<file path="config.mk">
export PLATFORM = sky130hd
export DESIGN_NAME = cpu_trap_unit
export DESIGN_NICKNAME = d
export VERILOG_FILES = /design/src/rtl/cpu_trap_unit.sv
export SDC_FILE = /design/constraint.sdc
export NUM_CORES = 1
export LEC_CHECK = 0
export CAP_MARGIN = 20
export CORE_ASPECT_RATIO = 1.4
export CORE_MARGIN = 3
export CORE_UTILIZATION = 35
export DETAILED_ROUTE_END_ITERATION = 12
export PLACE_DENSITY = 0.7
export SLEW_MARGIN = 5
export SYNTH_ARGS = -nofsm -noshare
export SYNTH_HDL_FRONTEND = slang
export SYNTH_SLANG_ARGS = --single-unit
</file>
<file path="constraint.sdc">
create_clock -name clk -period 4.95 [get_ports clk]
set_input_delay 0.495 -clock clk [delete_from_list [all_inputs] [get_ports clk]]
set_output_delay 0.495 -clock clk [all_outputs]
set_load 0.005 [all_outputs]
</file>
<file path="src/rtl/cpu_trap_unit.sv">
// cpu_trap_unit
//   Trap/return controller beside the execute stage. Accepts synchronous
//   exceptions (from int_cause_i), mret and a level-sensitive external
//   interrupt. It maintains mstatus (MIE/MPIE), mtvec, mepc and mcause, and
//   issues a one-cycle registered PC redirect plus pipeline flush. After the
//   redirect it ignores new events for DRAIN_CYCLES cycles. CSR writes are
//   still accepted during that window.
//
//   Optional feature: define TRAP_VECTORED_EN to make mtvec[0] (mode)
//   writable. In vectored mode, interrupts jump to base + 4*cause.
//
// Ports
//   clk, rst        clock, synchronous active-high reset
//   valid_i         EX holds a live instruction
//   pc_i            PC of the EX instruction
//   int_cause_i     00 none, 01 illegal, 10 ecall, 11 ebreak
//   mret_i          EX instruction is mret
//   ext_irq_i       external interrupt request (level)
//   csr_we_i        CSR write strobe
//   csr_addr_i      CSR address (mstatus/mtvec/mepc/mcause)
//   csr_wdata_i     CSR write data
//   csr_rdata_o     combinational read of csr_addr_i (0 if unknown)
//   redirect_o      fetch loads redirect_pc_o this cycle
//   redirect_pc_o   redirect target
//   flush_o         kill IF/ID/EX (asserted together with redirect_o)
//   mie_o           mstatus.MIE
module cpu_trap_unit #(
    parameter int              XLEN         = 32,
    parameter int              DRAIN_CYCLES = 2,
    parameter logic [XLEN-1:0] RESET_MTVEC  = 'h0000_0008
) (
    input  logic            clk,
    input  logic            rst,
    input  logic            valid_i,
    input  logic [XLEN-1:0] pc_i,
    input  logic [1:0]      int_cause_i,
    input  logic            mret_i,
    input  logic            ext_irq_i,
    input  logic            csr_we_i,
    input  logic [11:0]     csr_addr_i,
    input  logic [XLEN-1:0] csr_wdata_i,
    output logic [XLEN-1:0] csr_rdata_o,
    output logic            redirect_o,
    output logic [XLEN-1:0] redirect_pc_o,
    output logic            flush_o,
    output logic            mie_o
);

    localparam int CNT_W = (DRAIN_CYCLES < 2) ? 1 : $clog2(DRAIN_CYCLES + 1);

    localparam logic [11:0] ADDR_MSTATUS = 12'h300;
    localparam logic [11:0] ADDR_MTVEC   = 12'h305;
    localparam logic [11:0] ADDR_MEPC    = 12'h341;
    localparam logic [11:0] ADDR_MCAUSE  = 12'h342;

    // Interrupt flag in the MSB, external machine interrupt code 11.
    localparam logic [XLEN-1:0] CAUSE_EXT_IRQ = {1'b1, {(XLEN-5){1'b0}}, 4'hB};

    typedef enum logic [1:0] {RUN, FLUSH, DRAIN} state_t;

    state_t            state, state_nxt;
    logic [CNT_W-1:0]  drain_cnt, drain_cnt_nxt;

    logic              mie, mpie;
    logic [XLEN-1:0]   mtvec, mepc, mcause;

    logic              take_trap, take_mret;
    logic [XLEN-1:0]   trap_cause;
    logic [XLEN-1:0]   target;
    logic [XLEN-1:0]   mtvec_base;
    logic [XLEN-1:0]   vec_off;
    logic              vec_hit;

    function automatic logic [XLEN-1:0] exc_code(input logic [1:0] cause);
        case (cause)
            2'b01:   return XLEN'(2);
            2'b10:   return XLEN'(11);
            2'b11:   return XLEN'(3);
            default: return '0;
        endcase
    endfunction

    always_ff @(posedge clk) begin
        if (rst) begin
            state     <= RUN;
            drain_cnt <= '0;
        end else begin
            state     <= state_nxt;
            drain_cnt <= drain_cnt_nxt;
        end
    end

    // Event arbitration happens only in RUN. Exceptions beat mret, and mret beats the interrupt.
    always_comb begin
        state_nxt     = state;
        drain_cnt_nxt = drain_cnt;
        take_trap     = 1'b0;
        take_mret     = 1'b0;
        trap_cause    = '0;
        case (state)
            RUN: begin
                if (valid_i) begin
                    if (int_cause_i != 2'b00) begin
                        take_trap  = 1'b1;
                        trap_cause = exc_code(int_cause_i);
                    end else if (mret_i) begin
                        take_mret  = 1'b1;
                    end else if (ext_irq_i && mie) begin
                        take_trap  = 1'b1;
                        trap_cause = CAUSE_EXT_IRQ;
                    end
                end
                if (take_trap || take_mret) state_nxt = FLUSH;
            end
            FLUSH: begin
                state_nxt     = DRAIN;
                drain_cnt_nxt = CNT_W'(DRAIN_CYCLES);
            end
            DRAIN: begin
                if (drain_cnt == CNT_W'(1)) begin
                    state_nxt     = RUN;
                    drain_cnt_nxt = '0;
                end else begin
                    drain_cnt_nxt = drain_cnt - CNT_W'(1);
                end
            end
            default: begin
                state_nxt     = RUN;
                drain_cnt_nxt = '0;
            end
        endcase
    end

    // Redirect target. Vectored mode applies only to interrupts (cause MSB set).
    always_comb begin
        mtvec_base = {mtvec[XLEN-1:2], 2'b00};
        vec_off    = {trap_cause[XLEN-3:0], 2'b00};
`ifdef TRAP_VECTORED_EN
        vec_hit    = mtvec[0] && trap_cause[XLEN-1];
`else
        vec_hit    = 1'b0;
`endif
        if (take_mret)
            target = mepc;
        else if (vec_hit)
            target = mtvec_base + vec_off;
        else
            target = mtvec_base;
    end

    // The CSR write is applied first. A trap/mret in the same cycle then overrides
    // the fields it owns, because the later non-blocking assignment wins.
    always_ff @(posedge clk) begin
        if (rst) begin
            redirect_o    <= 1'b0;
            flush_o       <= 1'b0;
            redirect_pc_o <= '0;
            mie           <= 1'b0;
            mpie          <= 1'b0;
            mepc          <= '0;
            mcause        <= '0;
            mtvec         <= RESET_MTVEC;
        end else begin
            redirect_o <= take_trap | take_mret;
            flush_o    <= take_trap | take_mret;
            if (take_trap || take_mret) redirect_pc_o <= target;

            if (csr_we_i) begin
                case (csr_addr_i)
                    ADDR_MSTATUS: begin
                        mie  <= csr_wdata_i[3];
                        mpie <= csr_wdata_i[7];
                    end
`ifdef TRAP_VECTORED_EN
                    ADDR_MTVEC:  mtvec <= {csr_wdata_i[XLEN-1:2], 1'b0, csr_wdata_i[0]};
`else
                    ADDR_MTVEC:  mtvec <= {csr_wdata_i[XLEN-1:2], 2'b00};
`endif
                    ADDR_MEPC:   mepc   <= {csr_wdata_i[XLEN-1:2], 2'b00};
                    ADDR_MCAUSE: mcause <= csr_wdata_i;
                    default: ;
                endcase
            end

            if (take_trap) begin
                mepc   <= pc_i & ~XLEN'(3);
                mcause <= trap_cause;
                mpie   <= mie;
                mie    <= 1'b0;
            end
            if (take_mret) begin
                mie  <= mpie;
                mpie <= 1'b1;
            end
        end
    end

    always_comb begin
        csr_rdata_o = '0;
        case (csr_addr_i)
            ADDR_MSTATUS: begin
                csr_rdata_o[3] = mie;
                csr_rdata_o[7] = mpie;
            end
            ADDR_MTVEC:  csr_rdata_o = mtvec;
            ADDR_MEPC:   csr_rdata_o = mepc;
            ADDR_MCAUSE: csr_rdata_o = mcause;
            default:     csr_rdata_o = '0;
        endcase
    end

    assign mie_o = mie;

endmodule

</file>
==> summary.txt <==
Outcome
  – Status: finished clean

Min path
  – Hold EP: mcause[21]$_SDFFE_PP0P_
  – HP Class: flip-flop to flip-flop
  – Hold Path Stages: 2
  – Worst hold path startpoint: mcause[21]$_SDFFE_PP0P_

Die
  – Die area: between 15000 and 20000 sq um
  – Die width: around 120 microns
  – Chip height: 164 microns
  – Initial cell density of the core: 0.358
  – Ports: around 150
  – Site row count: 57
  – Core Area: between 15000 and 20000 sq um

STA
  – Final Cycle Share: 0.774
  – Skew final: ~0.0057 ns
  – Hold Slack: 0.469 ns
  – Worst-Margin Slew: between 0.9 and 1 ns
  – Final Critical Period: 3.83 ns
  – Max frequency: 261 MHz
  – Count of final setup violators: 0
  – Fin. Hold Viols: 0
  – Max-slew headroom: 0.348
  – Setup ws final: around 1.1 ns
  – Final setup TNS: 0 ns
  – RSZ-0062 raised after global routing: no
  – Slew Limit Fails: 0

Worst setup path
  – Buf/Inv on CP: 3
  – RR Startpoint: state[0]$_SDFFE_PP0P_
  – Worst R2R Setup Slack: 2.43 ns
  – WS Path Type: input pin to primary output
  – R2r endpoint: state[0]$_SDFFE_PP0P_
  – R2R cell count: 5
  – Largest stage delay, worst path: about 0.75 ns
  – CP arrival: approximately 3.3 ns
  – Critical Path End Type: primary output
  – Req. time, crit path: between 4 and 5 ns
  – CP most frequent cell: clkdlybuf4s50_1
  – CP max-delay cell: and4_2
  – CP top delay family: simple AND/OR/NAND/NOR gates
  – Largest fanout on the critical path: 32
  – Crit-path cells: clkdlybuf4s50_1, nor4b_2, and4_2, buf_12, and2_0, a221o_1, clkdlybuf4s50_1
  – CP startpoint kind: input pin

Placement
  – Post-DP HPWL: around 13 mm
  – Final Wtd Congestion: between 0.7 and 0.8
  – Pre-CTS setup slack: 1.14 ns
  – Port buffer count: around 150

Routing
  – Vias per inst: around 6.0
  – Antenna Nets Post-Route: 0
  – WL/cell: around 20 microns
  – 1st-iter DRT viols: ~850
  – Total Wirelength: between 20 and 25 mm
  – Via Count: about 6400
  – Detailed Routing Iterations Pass 1: 6
  – Drc violations: 0

Synthesis
  – Cells after synthesis: 725
  – Asr flop ratio synth: 0
  – Compound-cell area share of the yosys netlist: 0.295
  – Synth Flop Type: dfxtp_1
  – Synth cell types: 49
  – Synth area leaders: dfxtp_1 (41%), a21oi_1 (5.2%), nand3_1 (5.0%)
  – Main combinational cell family by area after synthesis: compound AO/OA/AOI/OAI gates
  – Seq/Total Area, Yosys: 0.415
  – Largest area contributor in the netlist: dfxtp_1
  – Flip-flop and latch count after synthesis: roughly 130
  – Post-synthesis simple-gate area fraction: 0.200
  – Syn avg cell area: roughly 8.6 sq um
  – Ys Warns: 0
  – Post-synth EDFFs: 0
  – XOR/XNOR Fraction of Synth Area: 0
  – Mapped Area: 6230 sq um
  – Adder-Cell Fraction of Synth Area: 0.0100
  – Post-synthesis mux area share: 0.00321
  – Post-synth top area share: 0.415

Power and ir drop
  – Cell Pwr Density: around 320 nW/um^2
  – Pwr Total: between 2 and 3 mW
  – Leakage power: ~2.7 nW
  – Peak supply drop: between 0.1 and 0.15 mV

Clock tree
  – CTS Sinks: roughly 130
  – Root buffer selected by CTS: clkbuf_16
  – CTS tree: built
  – H-tree levels: 4
  – Worst skew pair latency: between 0.4 and 0.5 ns
  – CTS buffer count: 17
  – Max Buffers Root-to-Sink: 2
  – Setup Buffers After CTS: 0
  – Hold-fix buffers, CTS: 0
  – Resized cells post-CTS: 0
  – Clock transition at path regs: 0.06 ns

Global route
  – Vias in the first global route: between 6000 and 7000
  – First-pass GRT wire length: 33.5 mm
  – GRT overflow: 0
  – Total GRT Usage: 0.216
  – Largest net degree at the start of global routing: 104
  – Initial antenna violation count: 0

Layout
  – Inserted Diodes: 0
  – Synth-to-layout area growth: 33.2%
  – Final nets: between 900 and 1000
  – Commonest non-fill, non-tap cells in the layout: clkdlybuf4s50_1 (144), dfxtp_1 (129), nor2_1 (67)
  – Share of cells above drive strength 1: 0.0785
  – Most common cell after layout, fill and taps aside: clkdlybuf4s50_1
  – Core Util, Final: 0.477

Job
  – Maxcap violations: 0
[worst max-delay path by stage]
stage | startpoint | to | cells past startpoint
after detailed placement | csr_addr_i[5] | csr_rdata_o[9] | 7
after CTS | csr_addr_i[5] | csr_rdata_o[9] | 7
final | csr_addr_i[5] | csr_rdata_o[9] | 7
after floorplan | csr_addr_i[8] | csr_rdata_o[13] | 8
after global placement | csr_addr_i[5] | csr_rdata_o[9] | 7
after global routing | csr_addr_i[5] | csr_rdata_o[12] | 7
[synthesized netlist by cell type (2+ instances only)]
master and n:
inv_1 8, nand2_1 5, a21oi_1 65, a221o_1 28, a211oi_1 4, and2_1 26
nor2_1 67, nor2b_1 2, nand3_1 62, buf_6 7, a311oi_1 30, mux2i_1 2
o21ai_0 58, clkbuf_1 59, a22oi_1 2, nand4_1 34, a222oi_1 30, a31o_2 2
dfxtp_1 129, and4_1 3, nand2b_1 4, o31ai_1 31, nor4_2 2, nor4_1 6
ha_1 5, and2_0 5, nor3b_1 2, buf_4 7, nor3_1 2, buf_2 17
o221ai_1 2, and3b_1 2
[per-stage QoR]
step	cell area, sq um	instances
4_1_cts	8270	1063
2_1_floorplan	6230	726
6_report	8300	1064
3_5_place_dp	7670	1031
3_3_place_gp	7670	1031
5_1_grt	8300	1064
[routing by layer]
metal  routed length [microns]  track usage  up-vias
met5                         0            0        -
met4                       537       0.0933        0
met2                     10500        0.353      295
met1                      9000        0.275     3071
li1                          -            -     2977
met3                      1620       0.0441       41
[area by class of cell]
class / count / area [sq um]
Clock buffer: 20 / 467
Clock inverter: 12 / 133
Fill cell: 1707 / 9100
Inverter: 9 / 33.8
Multi-Input combinational cell: 497 / 3190
Sequential cell: 129 / 2580
Tap cell: 236 / 295
Timing Repair Buffer: 161 / 1600
[sequential cells by signal (all words and copies together) (netlist names)]
name,count
redirect_pc_o,30
mtvec,30
mcause,32
mepc,30
mie_o,1
drain_cnt,2
mpie,1
state,2
flush_o,1
[worst min-delay path, stage by stage, from the launching register on]
cell and delay [ns]:
dfxtp_1 0.30, o21ai_0 0.06, a21oi_1 0.06
[power by group]
| part | switching [mW] | internal, mW | leakage [nW] | total, mW |
|---|---|---|---|---|
| clock network | 0.478 | 0.781 | 0.277 | 1.26 |
| logic | 0.180 | 0.128 | 1.35 | 0.307 |
| registers | 0.0308 | 1.08 | 1.05 | 1.11 |
| total | 0.689 | 1.99 | 2.67 | 2.68 |
[cells by family after synthesis]
| family | count (synthesis) |
|---|---|
| multiplexers | 2 |
| adder cells (fa/ha/maj) | 5 |
| flip-flops | 129 |
| AO/OA/AOI/OAI | 257 |
| buffers and inverters | 100 |
| other | 1 |
| AND/OR/NAND/NOR | 231 |
No activity file was read; power rests on OpenSTA's default activity.
==> edit, RTL diff (same settings) <==
`XLEN`: 32 -> 24.
--- a/src/rtl/cpu_trap_unit.sv
+++ b/src/rtl/cpu_trap_unit.sv
@@ -26,5 +26,5 @@
 //   mie_o           mstatus.MIE
 module cpu_trap_unit #(
-    parameter int              XLEN         = 32,
+    parameter int              XLEN         = 24,
     parameter int              DRAIN_CYCLES = 2,
     parameter logic [XLEN-1:0] RESET_MTVEC  = 'h0000_0008
Ports: changed (resized csr_rdata_o, csr_wdata_i, pc_i and redirect_pc_o); port bits go from 151 to 119. No check against the original RTL was run, so the function may have changed too.
==> edit against the original RTL <==
  * Worst setup slack improved by 0.14 ns
  * Total power fell by 33%
  * Synthesized area fell by 28%
  * Wire length fell by 31%
  * Die area fell by 27%
  * Sequential cell count fell by 32
  * Global-route usage fell by 0.82 points
  * First-iteration DRC count fell by 39%
  * Register-to-register slack improved by 0.41 ns
  * Sequential share of layout area rose by 0.91 points
  * Cell area fell by 27%
  * Clock power fell by 43%
  * Largest cell class unchanged
  * Highest routed layer unchanged
==> edit: results <==
[power]
p_leak_uw = 0.00213
p_sw_uw = 443
peakVddDrop_mv = 0.185
p_int_uw = 1350
p_seq_frac = 0.466
comb_cell_power_uw = 239

[placed_design]
place_inst = 775
gp_congestion = 0.847
placed_area_um2 = 5700
io_buffers = 114
place_ws_ns = 1.27
dp.final_hpwl_mm = 9.79

[logic_synthesis]
synth_cell_types = 49
yosysWarnings = 0
ys_top_cells_by_area = dfxtp_1 (43%), nand2_1 (9.7%), a222oi_1 (7.1%), a21oi_1 (5.3%), a311oi_1 (4.5%)
synth_cells = 552
async_reset_ff_frac = 0
synth_commonest_cells = nand2_1 (116), dfxtp_1 (97), nor2_1 (49)
ys_seq_area_frac = 0.431
synthFlopType = dfxtp_1

[critical_path]
slowest_delay_ns = 0.61
slowest_stage = or4_4
arrival_ns = 3.20
cp_max_fo = 12

[sta]
maxSlewHeadroom = 0.358
clock_skew_ns = 0.0104
final.setup.tns_ns = 0

[route]
wl_per_cell_um = 18.9
vias = 4620
drtIter0Drc = 518
drt_first_pass_iters = 6

[global_route]
grt_max_degree = 81
grt_antenna_before_repair = 0
grt_pass1_vias = 4635
grt_first_pass_wirelength_mm = 23.6
grt_use_met1 = 0.254
grtUsageMet2 = 0.354
grtUsageMet3 = 0.0399
track_usage = 0.207

[final_layout]
finalNonFillerCells = 793
largest_reg_flops = 24
diodes = 0
final_nets = 711
top_register = mcause
layout-drive-gt1-share = 0.0622

[clock_network]
cts_made_buffers = 9
clock_latency_ns = 0.34
postCtsSetupBuffers = 0
cts_buffer_depth = 2
ctsRootBufferMaster = clkbuf_16
path_clk_slew_ns = 0.06
ctsResizeCount = 0
h-tree-depth = 3

[run_status]
status = completed

[worst_hold_path]
hp-class = reg2reg
[edit: cell count changes in the layout (fill, tap and decap cells not counted), moves of 8 or more]
cell / delta
o21ai_0: -56
a21oi_1: -18
nand4_1: -34
nor2_1: -18
clkdlybuf4s50_1: -31
o31ai_1: -30
a22oi_1: +9
clkbuf_16: -8
nand3_1: -35
nand2_1: +111
a221o_1: -27
dfxtp_1: -32
o21ai_1: +20
and2_1: -22
[edit: cells by family (layout without fill, tap and decap cells)]
logic type / after synthesis / after routing / synth area share
compound gates: 150 / 150 / 0.238
fa+ha+maj: 5 / 5 / 0.0139
buf+inv: 67 / 157 / 0.0695
flops: 97 / 97 / 0.431
mux: 3 / 3 / 0.00667
other cells: 1 / 2 / 0.000833
simple gates: 229 / 229 / 0.240
[edit: routing by layer]
metal / vias to the layer above / wire length, um
li1: 2168 / -
met2: 236 / 7420
met4: 0 / 323
met3: 28 / 1240
met1: 2188 / 5990
met5: - / 0
[edit: final timing paths]
check             cells after the start                end     startpoint  slack, ns
setup reg to reg                      7  redirect_pc_o[22]       state[1]       2.84
setup / recovery                      7     csr_rdata_o[7]  csr_addr_i[5]       1.26
hold / removal                        2         mcause[10]     mcause[10]       0.46
hold reg to reg                       2         mcause[10]     mcause[10]       0.46
[edit: layout make-up]
cell class | count | area (um2)
flip-flops and latches | 97 | 1940
clock inverters | 2 | 35.0
fillers | 1181 | 6370
clock buffers | 14 | 274
repair buffers | 127 | 1280
multi-input cells | 389 | 2290
inverters | 14 | 52.6
well taps | 150 | 188
[edit: critical path, delay by kind of cell]
kind | cells | cell delay, ns
and+or+nand+nor | 3 | 1.32
buffers and inverters | 3 | 1.26
AOI/OAI and AO/OA | 1 | 0.12
